$ cat src/rtl/mem_arbiter_if.sv
// Fetch, data and memory ports of the unified-memory arbiter.
// master = arbiter side; slave = requesters plus memory.
interface mem_arbiter_if #(
  parameter int BITS = 32
);
  logic              i_req;
  logic [BITS-1:0]   i_addr;
  logic              i_rdy;
  logic              i_valid;
  logic [BITS-1:0]   i_rdata;
  logic              i_err;

  logic              d_req;
  logic              d_we;
  logic [BITS/8-1:0] d_be;
  logic [BITS-1:0]   d_addr;
  logic [BITS-1:0]   d_wdata;
  logic              d_rdy;
  logic              d_valid;
  logic [BITS-1:0]   d_rdata;
  logic              d_err;

  logic              m_req;
  logic              m_we;
  logic [BITS/8-1:0] m_be;
  logic [BITS-1:0]   m_addr;
  logic [BITS-1:0]   m_wdata;
  logic              m_rdy;
  logic              m_valid;
  logic [BITS-1:0]   m_rdata;

  logic              owner;
  logic              busy;

  modport master (
    input  i_req, i_addr,
    output i_rdy, i_valid,
    output i_rdata, i_err,
    input  d_req, d_we, d_be,
    input  d_addr, d_wdata,
    output d_rdy, d_valid,
    output d_rdata, d_err,
    output m_req, m_we, m_be,
    output m_addr, m_wdata,
    input  m_rdy, m_valid, m_rdata,
    output owner, busy
  );

  modport slave (
    output i_req, i_addr,
    input  i_rdy, i_valid,
    input  i_rdata, i_err,
    output d_req, d_we, d_be,
    output d_addr, d_wdata,
    input  d_rdy, d_valid,
    input  d_rdata, d_err,
    input  m_req, m_we, m_be,
    input  m_addr, m_wdata,
    output m_rdy, m_valid, m_rdata,
    input  owner, busy
  );
endinterface

$ cat src/rtl/mem_arbiter.sv
// Serialises fetch and load/store onto one memory port.
// Data has priority; a streak counter bounds fetch starvation.
module mem_arbiter #(
  parameter int BITS       = 32,
  parameter int MAX_STREAK = 4,
  parameter int TIMEOUT    = 16
) (
  input  logic          clk,
  input  logic          rst,
  mem_arbiter_if.master bus
);
  localparam int BW = BITS / 8;
  localparam int SW = $clog2(MAX_STREAK + 1);
  localparam int TW = $clog2(TIMEOUT);

  localparam logic [SW-1:0] STREAK_MAX = SW'(MAX_STREAK);
  localparam logic [TW-1:0] TO_LAST    = TW'(TIMEOUT - 1);
  localparam logic [BITS-1:0] NOP      = BITS'(32'h13);

  localparam logic [1:0] S_IDLE = 2'd0;
  localparam logic [1:0] S_REQ  = 2'd1;
  localparam logic [1:0] S_RESP = 2'd2;

  typedef struct packed {
    logic            we;
    logic [BW-1:0]   be;
    logic [BITS-1:0] addr;
    logic [BITS-1:0] wdata;
  } mreq_t;

  logic [1:0]    state_q, state_d;
  logic [SW-1:0] streak_q, streak_d;
  logic [TW-1:0] tcnt_q, tcnt_d;
  logic          owner_q, owner_d;
  mreq_t         mreq_q, mreq_d;

  logic in_idle;
  logic in_req;
  logic in_resp;
  logic any_req;
  logic pick_d;
  logic at_max;
  logic accept;
  logic done_to;
  logic done;

  assign in_idle = state_q == S_IDLE;
  assign in_req  = state_q == S_REQ;
  assign in_resp = state_q == S_RESP;
  assign any_req = bus.i_req | bus.d_req;
  assign at_max  = streak_q == STREAK_MAX;

  // data wins unless a waiting fetch has been passed over too often
  assign pick_d  = bus.d_req & (~bus.i_req | ~at_max);
  assign accept  = in_req & bus.m_rdy;
  assign done_to = in_resp & ~bus.m_valid
                 & (tcnt_q == TO_LAST);
  assign done    = (in_resp & bus.m_valid) | done_to;

  always_comb begin
    state_d  = state_q;
    streak_d = streak_q;
    tcnt_d   = tcnt_q;
    owner_d  = owner_q;
    mreq_d   = mreq_q;
    unique case (1'b1)
      in_idle: begin
        if (any_req) begin
          state_d = S_REQ;
          owner_d = pick_d;
          if (pick_d) begin
            mreq_d.we    = bus.d_we;
            mreq_d.be    = bus.d_be;
            mreq_d.addr  = bus.d_addr;
            mreq_d.wdata = bus.d_wdata;
            if (bus.i_req && !at_max)
              streak_d = streak_q + 1'b1;
          end else begin
            mreq_d.we    = 1'b0;
            mreq_d.be    = '1;
            mreq_d.addr  = bus.i_addr;
            mreq_d.wdata = '0;
            streak_d     = '0;
          end
        end
      end
      in_req: begin
        if (bus.m_rdy) begin
          state_d = S_RESP;
          tcnt_d  = '0;
        end
      end
      in_resp: begin
        if (done)
          state_d = S_IDLE;
        else
          tcnt_d = tcnt_q + 1'b1;
      end
      default: state_d = S_IDLE;
    endcase
  end

  always_ff @(posedge clk or negedge rst) begin
    if (!rst) begin
      state_q  <= S_IDLE;
      streak_q <= '0;
      tcnt_q   <= '0;
      owner_q  <= 1'b0;
      mreq_q   <= '0;
    end else begin
      state_q  <= state_d;
      streak_q <= streak_d;
      tcnt_q   <= tcnt_d;
      owner_q  <= owner_d;
      mreq_q   <= mreq_d;
    end
  end

  assign bus.m_req   = in_req;
  assign bus.m_we    = mreq_q.we;
  assign bus.m_be    = mreq_q.be;
  assign bus.m_addr  = mreq_q.addr;
  assign bus.m_wdata = mreq_q.wdata;
  assign bus.owner   = owner_q;
  assign bus.busy    = ~in_idle;

  assign bus.i_rdy   = accept & ~owner_q;
  assign bus.d_rdy   = accept & owner_q;
  assign bus.i_valid = done & ~owner_q;
  assign bus.d_valid = done & owner_q;
  assign bus.i_err   = done_to & ~owner_q;
  assign bus.d_err   = done_to & owner_q;

  // a timed-out fetch retires as a nop
  assign bus.i_rdata = done_to ? NOP : bus.m_rdata;
  assign bus.d_rdata = done_to ? '0 : bus.m_rdata;
endmodule
$ cat src/flat_wrapper.sv
// flat-port wrapper written by rule: the top's interface ports become plain ports
module mem_arbiter_flat 
#(
  parameter int BITS       = 32,
  parameter int MAX_STREAK = 4,
  parameter int TIMEOUT    = 16
)
  (clk, rst, bus_i_req, bus_i_addr, bus_i_rdy, bus_i_valid, bus_i_rdata, bus_i_err, bus_d_req, bus_d_we, bus_d_be, bus_d_addr, bus_d_wdata, bus_d_rdy, bus_d_valid, bus_d_rdata, bus_d_err, bus_m_req, bus_m_we, bus_m_be, bus_m_addr, bus_m_wdata, bus_m_rdy, bus_m_valid, bus_m_rdata, bus_owner, bus_busy);
  mem_arbiter_if #(.BITS(BITS)) bus_i ();
  input  logic clk;
  input  logic rst;
  input wire logic [$bits(bus_i.i_req)-1:0] bus_i_req;
  input wire logic [$bits(bus_i.i_addr)-1:0] bus_i_addr;
  output wire logic [$bits(bus_i.i_rdy)-1:0] bus_i_rdy;
  output wire logic [$bits(bus_i.i_valid)-1:0] bus_i_valid;
  output wire logic [$bits(bus_i.i_rdata)-1:0] bus_i_rdata;
  output wire logic [$bits(bus_i.i_err)-1:0] bus_i_err;
  input wire logic [$bits(bus_i.d_req)-1:0] bus_d_req;
  input wire logic [$bits(bus_i.d_we)-1:0] bus_d_we;
  input wire logic [$bits(bus_i.d_be)-1:0] bus_d_be;
  input wire logic [$bits(bus_i.d_addr)-1:0] bus_d_addr;
  input wire logic [$bits(bus_i.d_wdata)-1:0] bus_d_wdata;
  output wire logic [$bits(bus_i.d_rdy)-1:0] bus_d_rdy;
  output wire logic [$bits(bus_i.d_valid)-1:0] bus_d_valid;
  output wire logic [$bits(bus_i.d_rdata)-1:0] bus_d_rdata;
  output wire logic [$bits(bus_i.d_err)-1:0] bus_d_err;
  output wire logic [$bits(bus_i.m_req)-1:0] bus_m_req;
  output wire logic [$bits(bus_i.m_we)-1:0] bus_m_we;
  output wire logic [$bits(bus_i.m_be)-1:0] bus_m_be;
  output wire logic [$bits(bus_i.m_addr)-1:0] bus_m_addr;
  output wire logic [$bits(bus_i.m_wdata)-1:0] bus_m_wdata;
  input wire logic [$bits(bus_i.m_rdy)-1:0] bus_m_rdy;
  input wire logic [$bits(bus_i.m_valid)-1:0] bus_m_valid;
  input wire logic [$bits(bus_i.m_rdata)-1:0] bus_m_rdata;
  output wire logic [$bits(bus_i.owner)-1:0] bus_owner;
  output wire logic [$bits(bus_i.busy)-1:0] bus_busy;
  assign bus_i.i_req = bus_i_req;
  assign bus_i.i_addr = bus_i_addr;
  assign bus_i_rdy = bus_i.i_rdy;
  assign bus_i_valid = bus_i.i_valid;
  assign bus_i_rdata = bus_i.i_rdata;
  assign bus_i_err = bus_i.i_err;
  assign bus_i.d_req = bus_d_req;
  assign bus_i.d_we = bus_d_we;
  assign bus_i.d_be = bus_d_be;
  assign bus_i.d_addr = bus_d_addr;
  assign bus_i.d_wdata = bus_d_wdata;
  assign bus_d_rdy = bus_i.d_rdy;
  assign bus_d_valid = bus_i.d_valid;
  assign bus_d_rdata = bus_i.d_rdata;
  assign bus_d_err = bus_i.d_err;
  assign bus_m_req = bus_i.m_req;
  assign bus_m_we = bus_i.m_we;
  assign bus_m_be = bus_i.m_be;
  assign bus_m_addr = bus_i.m_addr;
  assign bus_m_wdata = bus_i.m_wdata;
  assign bus_i.m_rdy = bus_m_rdy;
  assign bus_i.m_valid = bus_m_valid;
  assign bus_i.m_rdata = bus_m_rdata;
  assign bus_owner = bus_i.owner;
  assign bus_busy = bus_i.busy;
  mem_arbiter #(.BITS(BITS), .MAX_STREAK(MAX_STREAK), .TIMEOUT(TIMEOUT)) u_core (.clk(clk), .rst(rst), .bus(bus_i));
endmodule
$ cat config.mk
export PLATFORM = sky130hd
export DESIGN_NAME = mem_arbiter_flat
export DESIGN_NICKNAME = d
export VERILOG_FILES = /design/src/rtl/mem_arbiter_if.sv /design/src/rtl/mem_arbiter.sv /design/src/flat_wrapper.sv
export SDC_FILE = /design/constraint.sdc
export NUM_CORES = 1
export LEC_CHECK = 0
export ABC_AREA = 1
export BUFFER_PORTS_ARGS = -buffer_cell sky130_fd_sc_hd__buf_2
export CAP_MARGIN = 20
export CORE_AREA = 2 2 109 111
export CTS_BUF_LIST = sky130_fd_sc_hd__clkbuf_8
export CTS_CLUSTER_SIZE = 28
export DETAILED_ROUTE_END_ITERATION = 8
export DIE_AREA = 0 0 111 113
export GPL_TIMING_DRIVEN = 0
export PLACE_DENSITY = 0.74
export RECOVER_POWER = 25
export SETUP_SLACK_MARGIN = 0.02
export SYNTH_ARGS = -nofsm -noshare
export SYNTH_HDL_FRONTEND = slang
export SYNTH_SLANG_ARGS = --single-unit
$ cat constraint.sdc
create_clock -name clk -period 2.1 [get_ports clk]
set_input_delay 0.315 -clock clk [delete_from_list [all_inputs] [get_ports clk]]
set_output_delay 0.315 -clock clk [all_outputs]
set_load 0.05 [all_outputs]
* Word-level counts from Yosys, hierarchy flattened *
Index checks and enable logic that the tools add are counted.

operators by class
  multiplexer cells = 12
  reductions and logical operators = 8
  add/subtract/negate cells = 2
  bitwise operators = 19
  equal/unequal tests = 9

operators with widths
  cell                                                                   count
  69-bit 2-to-1 mux                                                      1
  32-bit 2-to-1 mux                                                      2
  1-bit AND                                                              11
  2-bit != test, second input constant                                   5
  3-bit AND reduction                                                    3
  4-bit 2-to-1 mux                                                       2
  4-bit case mux with 2 select lines                                     1
  2-bit 2-to-1 mux                                                       3
  3-bit 2-to-1 mux                                                       2
  2-bit case mux with 3 select lines                                     1
  1-bit NOT                                                              5
  4-bit by 1-bit adder with 4-bit output, second input constant          1
  4-bit equality test, second input constant                             1
  3-bit by 1-bit adder with 3-bit output, second input constant          1
  3-bit equality test, second input constant                             1
  1-bit bitwise OR                                                       3
  2-bit by 1-bit equality test with 1-bit output, second input constant  1
  2-bit equality test, second input constant                             1
  2-bit zero test                                                        1
  2-bit AND reduction                                                    1
  2-bit nonzero test                                                     1
  1-bit logical AND                                                      1
  1-bit zero test                                                        1

word-level totals
  input port bits = 139
  flip-flop bits (word level) = 79
  output and inout port bits = 142

* Logic depth before layout (Yosys ltp) *
Gate-level depths: netlist (run 1).

  word-level depth = 6
  mapped depth = 8
  gate-level depth less buffers = 7

* Least setup slack after synthesis (run 1) *
OpenSTA, ideal clock, no wires.

  kind = flip-flop to output port
  start = register u_core.state_q[0]
  end = output bus_d_rdy
  stages on the path, launching flop included = 5
  path slack = -0.388 ns
  arrival = 2.173 ns
  cells stage by stage = dfrtp_1 > inv_1 > nor2_1 > nand2_1 > nor2_1

between the ends
  longest elaborated chain between the ends = 3

RTL lines
  what                                            line                text
  start, declared                                 mem_arbiter.sv:31   logic [1:0] state_q, state_d;
  start signal, assigned                          mem_arbiter.sv:111  state_q <= state_d;
  2-bit by 1-bit equality test with 1-bit output  mem_arbiter.sv:48   assign in_req = state_q == S_REQ;
  net bus_m_req                                   flat_wrapper.sv:27  output wire logic [$bits(bus_i.m_req)-1:0] bus_m_req;
  1-bit AND                                       mem_arbiter.sv:55   assign accept = in_req & bus.m_rdy;
  1-bit AND                                       mem_arbiter.sv:128  assign bus.d_rdy = accept & owner_q;
  end, declared                                   flat_wrapper.sv:23  output wire logic [$bits(bus_i.d_rdy)-1:0] bus_d_rdy;

The timed path passes the listed nets, and every way through them passes these cells.

* Worst setup path after layout (run 1) *
  start = register u_core.tcnt_q[1]
  end = output bus_i_rdata[21]

between the ends
  longest elaborated chain between the ends = 3

RTL lines
  what                    line                text
  start, declared         mem_arbiter.sv:33   logic [TW-1:0] tcnt_q, tcnt_d;
  start signal, assigned  mem_arbiter.sv:113  tcnt_q <= tcnt_d;
  4-bit equality test     mem_arbiter.sv:57   & (tcnt_q == TO_LAST);
  1-bit AND               mem_arbiter.sv:57
  32-bit 2-to-1 mux       mem_arbiter.sv:135  assign bus.i_rdata = done_to ? NOP : bus.m_rdata;
  end, declared           flat_wrapper.sv:16  output wire logic [$bits(bus_i.i_rdata)-1:0] bus_i_rdata;

No other way between the ends.

==> results of run 1 <==
worst paths after layout:
kind / endpoint / slack, ns / depth (start not counted)
max in group asynchronous: u_core.state_q[1]$_DFFE_PN0P_ / 0.30 / 3
worst min-delay path: u_core.state_q[0]$_DFFE_PN0P_ / 0.15 / 2
worst max-delay path: bus_i_rdata[21] / -0.03 / 8
worst min register to register: u_core.bus.m_wdata[28]$_DFFE_PN0P_ / 0.47 / 2
min in group asynchronous: u_core.bus.m_addr[28]$_DFFE_PN0P_ / 0.67 / 2
worst max register to register: u_core.bus.m_addr[1]$_DFFE_PN0P_ / 0.54 / 7
through the flow:
step,TNS [ns],util [%]
3_5_place_dp,0,52.71
4_1_cts,-0.8149,57.56
3_3_place_gp,0,52.45
6_report,-0.02552,58.87
2_1_floorplan,-5.332,-
5_1_grt,-1.643,58.87
flip-flops by register name, indices dropped and copies added (netlist names):
signal and flops:
u_core.streak_q 3, u_core.bus.m_addr 32, u_core.tcnt_q 4, u_core.bus.owner 1
u_core.bus.m_wdata 32, u_core.bus.m_be 4, u_core.state_q 2, u_core.bus.m_we 1
power groups by stage:
| stage | Combinational [mW] | Sequential, mW | Clock [mW] |
|---|---|---|---|
| 4_1_cts | 5.53 | 2.62 | 1.16 |
| 3_3_place_gp | 5.34 | 2.63 | 0 |
| 2_1_floorplan | 1.85 | 4.79 | 0 |
| 5_1_grt | 5.95 | 2.71 | 1.23 |
| 3_5_place_dp | 5.43 | 2.63 | 0 |
| 6_report | 5.54 | 2.62 | 1.13 |
worst max-delay path: stages, from the launching register on:
cell	delay (ns)
dfrtp_1	0.42
ha_4	0.19
nand3_4	0.07
nor3_4	0.05
buf_6	0.12
buf_8	0.13
nor2_2	0.19
buf_4	0.15
buf_6	0.14
timing repair:
action | 4_1_cts | 5_1_grt
hold endpoints to repair | 18 | 0
pin swaps | 2 | 3
endpoints found under the setup margin | 63 | 63
hold buffers | 1 | 0
setup buffers | 8 | 4
resized for setup | 87 | 70
synth_stat cells (2+ instances only):
master	count
nand2_1	229
inv_1	107
dfrtp_1	79
nand3_1	70
nor2_1	42
buf_4	34
buf_2	13
o21ai_0	4
o21ai_1	4
buf_1	3
buf_6	3
clkbuf_1	3
ha_1	3
inv_2	2
nand2_2	2
nand3_2	2
nand4_1	2
nor2_4	2
routing by layer:
layer / GRT usage [%] / vias to the layer above / wire (um)
met1: 22.41 / 2148 / 4941
met2: 40.65 / 203 / 7111
met4: 9.333 / 2 / 472
li1: - / 2378 / -
met3: 6.588 / 31 / 1135
met5: 0 / - / 13
final cells by class:
class / count / area, um^2
Timing Repair Buffer: 293 / 1826
Multi-Input combinational cell: 365 / 1647
Inverter: 109 / 409.1
Antenna cell: 1 / 2.502
Clock inverter: 6 / 61.31
Buffer: 56 / 395.4
Tap cell: 143 / 178.9
Sequential cell: 79 / 1979
Fill cell: 1034 / 4636
Clock buffer: 10 / 137.6
logic make-up (layout without fill, tap and decap cells):
family,Yosys count,after routing,synth area share (%)
flip-flops,79,79,45.66
other,0,1,0
XOR/XNOR,1,1,0.2023
AND/OR/NAND/NOR,351,351,33.64
adder cells (fa/ha/maj),3,3,0.8671
AO/OA/AOI/OAI,10,10,1.474
buffers and inverters,165,474,18.15
==> qor.csv, run 1 <==
stage;metric;value;unit
pwr;Clk pwr share;12.2;%
global_route;vias in the first global route;4652;
cts;CTS tree;yes;
sta;final setup vio count;1;
synthesis;Netlist cell types;23;
synthesis;sequential area share after synthesis;45.66;%
cts;TritonCTS buffer count;9;
sta;worst-margin pin slew;1.057;ns
routing;DRT Pass-1 Iters;4;
synthesis;post-synthesis cell area;4329;um^2
setup_path;CP Max Fanout;10;
place;port bufs;279;
sta;final hold violations;0;
routing;WL final;13680;um
place;post-DP HPWL;10430;um
cts;CTS Buffer Depth;2;
sta;Fmax;470.5;MHz
synthesis;area leader, netlist;dfrtp_1;
synthesis;ys async rst share;100.0;%
routing;Initial DRC Count;151;
routing;vias;4762;
pwr;Static Leakage;4.141;nW
setup_path;Reg2Reg Launch Point;u_core.streak_q[0]$_DFFE_PN0P_;
synthesis;post-synthesis instance total;609;
min_path;worst hold path type;in -> reg;
global_route;Overflow after GRT;0;
setup_path;Critical Path RT;1.78;ns
pwr;Power Total;9.301;mW
setup_path;startpoint types;flip-flop;
sta;RSZ-0062 raised after global routing;yes;
synthesis;top-area cell type share of the netlist area;45.66;%
setup_path;Worst Setup SP;u_core.tcnt_q[1]$_DFFE_PN0P_;
run_status;status;finished with violations;
synthesis;Synth Warn #;0;
run_status;failing checks;negative setup slack;
place;# placed instances;1032;
setup_path;critical path arrival;1.81;ns
layout;fin cells;1062;
place;Final GP Congestion;0.8126;
routing;wire per inst;12.88;um
pwr;PwrDens;1402;nW/um^2
place;placed cell areas;5942;um^2
synthesis;syn avg cell area;7.109;um^2
cts;Clock Sinks;79;
cts;H-tree lvl count;3;
synthesis;post-synth net total;751;
cts;clock root cell;clkbuf_8;
pwr;sw power;5.136;mW
die;die height;113;um
pwr;Comb pwr share;59.6;%
sta;Fin Clk Skew;0.008026;ns
synthesis;Main synth FF type;dfrtp_1;
setup_path;critical path endpoint category;output port;
pwr;Worst VDD drop;1.007;mV
global_route;gr usage total;21.68;%
sta;crit share post-route;101.2;%
die;total core area;11270;um^2
die;Ports;281;
pwr;sequential share of power;28.2;%
pwr;Power Internal;4.165;mW
synthesis;top cells by area, synth;dfrtp_1 46%, nand2_1 20%, inv_1 9.3%;
global_route;initial antenna violation count;2;
layout;design area;6636;um^2
sta;slew margin rel.;29.51;%
layout;Layout area overhead;53.29;%
sta;minimum clock period;2.126;ns
die;FP Rows;39;
routing;Final ANT Viol Nets;0;
global_route;largest net degree at the start of global routing;62;
layout;Final Net Count;1055;
die;die area;12540;um^2
routing;DRC viols;0;
pwr;sw frac;55.22;%
min_path;Hold Startpoint;bus_m_rdy;
die;Die Span X;111;um
sta;worst setup margin;-0.02552;ns
global_route;first-pass GRT wire length;21980;um
flow_run;Max Cap Viol;0;
place;DP Worst Slack;0.1071;ns
sta;hold slack;0.1475;ns
cts;worst skew pair latency;0.35;ns
routing;vias per cell;4.484;
layout;commonest non-fill, non-tap cell in the layout;buf_2;
layout;most frequent cells in the layout;231 x buf_2, 229 x nand2_1, 106 x inv_1, 77 x dfrtp_1, 69 x nand3_1;
synthesis;post-synthesis sequential element count;79;
die;Starting Density;38.41;%
sta;Max Transition Viols Final;0;
synthesis;Post-synth EDFFs;0;
setup_path;CP Class;reg -> out;
layout;share of layout cells above drive strength 1;42.27;%
cts;clk slew on worst S/H paths;0.08;ns
(Power assumes the default switching activity.)
==> run 2: changes to the inputs <==
--- a/config.mk
+++ b/config.mk
@@ -16,7 +16,7 @@
 export GPL_TIMING_DRIVEN = 0
 export PLACE_DENSITY = 0.74
 export RECOVER_POWER = 25
-export SETUP_SLACK_MARGIN = 0.02
+export SETUP_SLACK_MARGIN = 0.15
 export SYNTH_ARGS = -nofsm -noshare
 export SYNTH_HDL_FRONTEND = slang
 export SYNTH_SLANG_ARGS = --single-unit
==> constraint.sdc (replaced) <==
create_clock -name clk -period 2.1 [get_ports clk]
set_input_delay 0.315 -clock clk [delete_from_list [all_inputs] [get_ports clk]]
set_output_delay 0.315 -clock clk [all_outputs]
set_load 0.02 [all_outputs]
==> run 2 against run 1 <==
Compared with the run above:
- sequential share of layout area fell by 1.6 points
- global-route usage about the same
- the flow finishes with violations (max-capacitance violations, max-slew violations)
- die area stayed put
- highest routed layer is now met4
- utilization rose by 3.3 points
==> qor.csv, run 2 (same netlist as run 1, synthesis figures left out) <==
stage;metric;value;unit;change
run_status;status;finished with violations;;
run_status;failing checks;max-capacitance violations, max-slew violations;;
pwr;sw power;3.489;mW;-32%
die;Starting Density;38.41;%;unchanged
sta;Fmax;477.8;MHz;+1.6%
setup_path;critical path endpoint category;output port;;
pwr;sw frac;45.20;%;-10 points
die;FP Rows;39;;unchanged
setup_path;family with the most delay on the worst path;buffers and inverters;;
pwr;PwrDens;1101;nW/um^2;-21%
cts;CTS tree;yes;;
routing;DRT Pass-1 Iters;4;;unchanged
cts;Clock Sinks;79;;unchanged
setup_path;critical path arrival;1.78;ns;-0.03 ns
routing;wire per inst;13.27;um;+3.1%
layout;share of layout cells above drive strength 1;44.17;%;+1.9 points
setup_path;RR Endpoint;u_core.bus.m_addr[1]$_DFFE_PN0P_;;
sta;RSZ-0062 raised after global routing;yes;;
pwr;Worst VDD drop;0.6351;mV;-37%
setup_path;crit path cell chain;ha_4, nand3_4, nor3_4, buf_6, buf_8, nor2_2, buf_4, buf_6;;
sta;final setup vio count;0;;-1
sta;final hold violations;0;;unchanged
setup_path;Critical Path RT;1.78;ns;about the same
layout;commonest non-fill, non-tap cell in the layout;nand2_1;;
sta;slew margin rel.;-0.8392;%;-30 points
global_route;first-pass GRT wire length;21930;um;-0.22%
min_path;worst hold path type;in -> reg;;
setup_path;startpoint types;flip-flop;;
setup_path;Worst Setup SP;u_core.tcnt_q[0]$_DFFE_PN0P_;;
sta;Fin Clk Skew;0.01736;ns;+0.009329 ns
min_path;Hold Startpoint;bus_d_wdata[1];;
cts;worst skew pair latency;0.36;ns;about the same
pwr;Clk pwr share;15.2;%;+3.0 points
sta;setup TNS;0;ns;+0.02552 ns
routing;vias;4796;;+0.71%
global_route;GRT met1 Usage;22.70;%;+0.28 points
die;die height;113;um;unchanged
layout;design area;7009;um^2;+5.6%
sta;crit share post-route;99.65;%;-1.6 points
die;die area;12540;um^2;unchanged
place;port bufs;279;;unchanged
pwr;Static Leakage;4.280;nW;+3.4%
layout;Layout area overhead;61.91;%;
layout;most frequent cells in the layout;229 x nand2_1, 227 x buf_2, 106 x inv_1, 79 x buf_6, 78 x dfrtp_1;;
die;Die Span X;111;um;unchanged
setup_path;CP Max Fanout;5;;-5
cts;CTS Buffer Depth;2;;unchanged
global_route;gr usage total;21.68;%;about the same
layout;Final Net Count;1063;;+0.76%
sta;minimum clock period;2.093;ns;-0.03281 ns
cts;clk slew on worst S/H paths;0.08;ns;about the same
cts;TritonCTS buffer count;9;;unchanged
routing;DRC viols;0;;unchanged
global_route;grt met3 use;5.731;%;-0.86 points
global_route;vias in the first global route;4664;;+0.26%
min_path;hold depth;3;;+1
place;DP Worst Slack;0.1500;ns;+0.04282 ns
die;Ports;281;;unchanged
pwr;Comb pwr share;50.7;%;-8.9 points
cts;H-tree lvl count;3;;unchanged
global_route;Overflow after GRT;0;;unchanged
place;placed cell areas;5934;um^2;-0.13%
place;post-DP HPWL;10350;um;-0.82%
sta;Max Transition Viols Final;26;;+26
routing;Initial DRC Count;227;;+50%
routing;WL final;14200;um;+3.8%
flow_run;Max Cap Viol;1;;+1
setup_path;max incr delay on CP;0.41;ns;about the same
setup_path;Buf/Inv on CP;4;;unchanged
min_path;Hold Path End;u_core.bus.m_wdata[1]$_DFFE_PN0P_;;
global_route;initial antenna violation count;1;;-1
routing;Final ANT Viol Nets;0;;unchanged
setup_path;Slowest-stage cell, CP;dfrtp_1;;
global_route;grt met2 use;41.76;%;+1.1 points
die;total core area;11270;um^2;unchanged
sta;worst-margin pin slew;1.513;ns;+0.4552 ns
cts;clock root cell;clkbuf_8;;
routing;vias per cell;4.482;;about the same
global_route;most used routing layer;met2;;
pwr;sequential share of power;34.1;%;+5.9 points
sta;worst setup margin;0.007291;ns;+0.03281 ns
setup_path;FF-to-FF path depth;7;;unchanged
setup_path;CP Class;reg -> out;;
place;Final GP Congestion;0.8026;;-1.2%
global_route;largest net degree at the start of global routing;55;;-11%
pwr;Power Internal;4.231;mW;+1.6%
setup_path;Top cell by count, worst path;buf_6;;
setup_path;flop2flop setup slack;0.51;ns;-0.03 ns
setup_path;Reg2Reg Launch Point;u_core.streak_q[0]$_DFFE_PN0P_;;
==> run 2: cell count changes in the layout (fill, tap and decap cells not counted), sizes merged <==
| cell | delta |
|---|---|
| clkinvlp | -2 |
| buf | +11 |
| inv | +1 |
| clkbuf | -2 |
==> run 2: worst max-delay path by stage <==
stage | to | slack, ns | depth (start not counted)
6_report | bus_i_rdata[11] | 0.007 | 8
5_1_grt | bus_i_rdata[30] | -0.07 | 8
4_1_cts | bus_i_rdata[11] | -0.03 | 8
3_5_place_dp | bus_i_rdata[28] | 0.15 | 7
3_3_place_gp | u_core.bus.m_wdata[28]$_DFFE_PN0P_ | 0.12 | 1
2_1_floorplan | bus_i_rdata[10] | 0.29 | 6
==> run 2: area by class of cell <==
class                           count  area, um^2
Antenna cell                        1       2.502
Buffer                             56       460.4
Clock buffer                       11       151.4
Clock inverter                      5       55.05
Fill cell                         998        4263
Inverter                          109       409.1
Multi-Input combinational cell    365        1777
Sequential cell                    79        1978
Tap cell                          143       178.9
Timing Repair Buffer              301        1997
==> run 2: worst min-delay path: stages <==
cell and delay [ns]:
buf_2 0.07, nand2_1 0.04, nand2_1 0.04
==> run 2: metal layers <==
metal | share of wire [%] | vias to the layer above
met4 | 2.5 | 0
met2 | 52 | 199
met3 | 7.0 | 24
met1 | 38 | 2176
li1 | - | 2397
met5 | 0 | -
==> run 2: timing repair <==
item / CTS / global route
endpoints found under the hold margin: 25 / 0
pin swaps: 9 / 12
gates cloned: 2 / 1
gates resized for setup: 138 / 73
setup endpoints to repair: 66 / 69
hold buffers: 1 / 0
setup buffers: 13 / 4
==> run 2: power by group through the flow <==
stage / registers (mW) / logic, mW / clock network (mW)
3_3_place_gp: 2.63 / 3.66 / 0
3_5_place_dp: 2.62 / 3.74 / 0
2_1_floorplan: 3.38 / 1.60 / 0
5_1_grt: 2.71 / 4.31 / 1.27
4_1_cts: 2.62 / 3.89 / 1.20
6_report: 2.63 / 3.92 / 1.17
==> run 2: metrics by stage <==
stage | utilization [%] | cells | hold WS, ns | power (mW)
after detailed placement | 52.65 | 1032 | 0.2530 | 6.366
after floorplan | - | 609 | 0.01941 | 4.978
after CTS | 59.63 | 1064 | 0.1344 | 7.701
after global routing | 62.18 | 1070 | 0.1390 | 8.287
after global placement | 52.38 | 1031 | 0.4571 | 6.286
final | 62.18 | 1070 | 0.1495 | 7.720
==> run 3: changes to the inputs <==
--- a/config.mk
+++ b/config.mk
@@ -16,6 +16,7 @@
 export GPL_TIMING_DRIVEN = 0
 export PLACE_DENSITY = 0.74
 export RECOVER_POWER = 25
+export REMOVE_ABC_BUFFERS = 1
 export SETUP_SLACK_MARGIN = 0.15
 export SYNTH_ARGS = -nofsm -noshare
 export SYNTH_HDL_FRONTEND = slang
==> constraint.sdc (replaced) <==
create_clock -name clk -period 2.15 [get_ports clk]
set_input_delay 0.3225 -clock clk [delete_from_list [all_inputs] [get_ports clk]]
set_output_delay 0.3225 -clock clk [all_outputs]
set_load 0.02 [all_outputs]
==> run 3 against run 2 <==
Compared with the run above:
- cell count down 4.3%
- routed wire length up 7.3%
- clock-buffer cell count down 2
- sequential power down 2%
- the run now ends clean
==> qor.csv, run 3 (same netlist as run 1, synthesis figures left out) <==
stage;metric;value;unit;change
run_status;status;completed;;
min_path;Hold Path End;u_core.bus.m_wdata[4]$_DFFE_PN0P_;;
die;die area;12540;um^2;unchanged
sta;hold slack;0.1549;ns;+0.005446 ns
sta;RSZ-0062 raised after global routing;yes;;
pwr;Power Internal;4.244;mW;+0.30%
pwr;sequential share of power;33.2;%;-0.9 points
die;Starting Density;38.41;%;unchanged
cts;clock root cell;clkbuf_8;;
die;die height;113;um;unchanged
pwr;sw power;3.502;mW;+0.37%
cts;worst skew pair latency;0.35;ns;about the same
routing;WL final;15240;um;+7.3%
layout;most frequent cells in the layout;229 x nand2_1, 222 x buf_2, 106 x inv_1, 78 x dfrtp_1, 70 x nand3_1;;
cts;TritonCTS buffer count;9;;unchanged
sta;Max Transition Viols Final;0;;-100%
routing;DRC viols;0;;unchanged
global_route;vias in the first global route;4555;;-2.3%
layout;Layout area overhead;51.50;%;
routing;Initial DRC Count;182;;-20%
pwr;Clk pwr share;17.4;%;+2.2 points
place;placed cell areas;5595;um^2;-5.7%
setup_path;Reg2Reg Launch Point;u_core.streak_q[0]$_DFFE_PN0P_;;
setup_path;FF-to-FF path depth;8;;+1
pwr;Worst VDD drop;0.8012;mV;+26%
routing;vias per cell;4.613;;+2.9%
setup_path;Critical Path RT;1.83;ns;+0.05 ns
die;Ports;281;;unchanged
routing;DRT Pass-1 Iters;5;;+1
global_route;largest net degree at the start of global routing;43;;-22%
place;port bufs;280;;+0.36%
setup_path;Worst Setup SP;u_core.tcnt_q[0]$_DFFE_PN0P_;;
setup_path;CP Class;reg -> out;;
sta;minimum clock period;2.063;ns;
layout;final-layout fill cell count;1050;;+5.2%
sta;crit share post-route;95.95;%;
layout;design area;6559;um^2;-6.4%
sta;final hold violations;0;;unchanged
layout;FF/Latch Area;1978;um^2;unchanged
cts;H-tree lvl count;3;;unchanged
flow_run;Max Cap Viol;0;;-1
setup_path;flop2flop setup slack;0.32;ns;-0.19 ns
cts;Clock Sinks;79;;unchanged
setup_path;CP Max Fanout;8;;+3
global_route;gr usage total;22.74;%;+1.1 points
sta;Fmax;484.7;MHz;
global_route;Overflow after GRT;0;;unchanged
global_route;initial antenna violation count;7;;+6
setup_path;critical path arrival;1.74;ns;-0.04 ns
place;# placed instances;979;;-5.1%
setup_path;critical path endpoint category;output port;;
place;Final GP Congestion;0.8846;;+10%
routing;wire per inst;14.89;um;+12%
cts;clk slew on worst S/H paths;0.09;ns;about the same
cts;CTS tree;yes;;
die;total core area;11270;um^2;unchanged
sta;Fin Clk Skew;0.01355;ns;-0.003806 ns
sta;worst-margin pin slew;1.015;ns;-0.4980 ns
pwr;Comb pwr share;49.4;%;-1.3 points
cts;CTS Buffer Depth;2;;unchanged
die;FP Rows;39;;unchanged
global_route;first-pass GRT wire length;22540;um;+2.8%
pwr;Static Leakage;4.003;nW;-6.5%
sta;slew margin rel.;32.36;%;+33 points
sta;final setup vio count;0;;unchanged
setup_path;startpoint types;flip-flop;;
pwr;PwrDens;1181;nW/um^2;+7.2%
place;post-DP HPWL;10360;um;+0.11%
min_path;worst hold path type;in -> reg;;
layout;post-layout util;58.19;%;-4.0 points
pwr;sw frac;45.21;%;about the same
layout;Final Net Count;1011;;-4.9%
die;Die Span X;111;um;unchanged
pwr;Power Total;7.745;mW;+0.33%
routing;vias;4724;;-1.5%
layout;share of layout cells above drive strength 1;39.47;%;-4.7 points
layout;fin cells;1024;;-4.3%
setup_path;RR Endpoint;u_core.bus.m_wdata[31]$_DFFE_PN0P_;;
routing;Final ANT Viol Nets;0;;unchanged
layout;commonest non-fill, non-tap cell in the layout;nand2_1;;
min_path;hold depth;3;;unchanged
min_path;Hold Startpoint;bus_d_wdata[4];;
layout;area of the multi-input gates;1807;um^2;+1.7%
==> run 3: changes by cell type in the layout (fill, tap and decap cells not counted), moves of 4 or more <==
cell | previous run | this run
buf_6 | 79 | 46
nor2_1 | 12 | 20
diode_2 | 1 | 7
nor2_2 | 8 | 4
buf_12 | 1 | 5
buf_2 | 227 | 222
buf_4 | 37 | 15
clkbuf_1 | 4 | 10
==> run 3: layer usage <==
| layer | up-vias | GRT usage, % | wire [um] |
|---|---|---|---|
| met3 | 46 | 3.642 | 971 |
| met5 | - | 0 | 13 |
| met4 | 2 | 13.83 | 710 |
| met1 | 2132 | 23.33 | 5549 |
| li1 | 2303 | - | - |
| met2 | 241 | 43.35 | 7998 |
==> run 3: area by class of cell <==
type	instances	share of cell area [%]
multi-input cells	369	27.55
inverters	109	6.276
diodes	7	0.2671
clock inverters	7	1.831
clock buffers	9	1.889
repair buffers	301	29.30
well taps	143	2.728
flip-flops and latches	79	30.16
==> run 3: critical path, cell delays in order (launching register included) <==
cell,delay [ns]
dfrtp_1,0.41
ha_4,0.18
nand3_4,0.08
nor3_4,0.22
buf_6,0.14
buf_16,0.15
nor2_2,0.07
buf_6,0.13
==> run 3: power groups by stage <==
stage	Sequential [mW]	Clock, mW	Combinational [mW]
2_1_floorplan	3.30	0	1.40
3_3_place_gp	2.54	0	3.45
3_5_place_dp	2.56	0	3.58
4_1_cts	2.55	1.38	3.77
5_1_grt	2.65	1.43	4.18
6_report	2.57	1.35	3.83
==> run 3: worst max-delay path by stage <==
stage | depth (start not counted) | endpoint
4_1_cts | 7 | bus_i_rdata[22]
6_report | 7 | bus_d_rdata[5]
2_1_floorplan | 7 | u_core.bus.m_wdata[0]$_DFFE_PN0P_
3_5_place_dp | 7 | u_core.bus.m_wdata[11]$_DFFE_PN0P_
5_1_grt | 7 | bus_d_rdata[28]
3_3_place_gp | 5 | u_core.bus.m_addr[5]$_DFFE_PN0P_
==> run 3: timing repair <==
action,CTS,global route
gates resized for setup,78,71
pin swaps,6,4
endpoints found under the setup margin,136,112
hold buffers,1,0
setup buffers,12,4
cloned,3,2
endpoints found under the hold margin,39,0
==> run 3: per-stage QoR <==
stage / setup WS [ns] / TNS, ns
final: 0.08703 / 0
after global routing: 0.02678 / 0
after CTS: 0.1209 / 0
after detailed placement: -0.7761 / -49.22
after global placement: -1.432 / -83.70
after floorplan: 0.07579 / 0
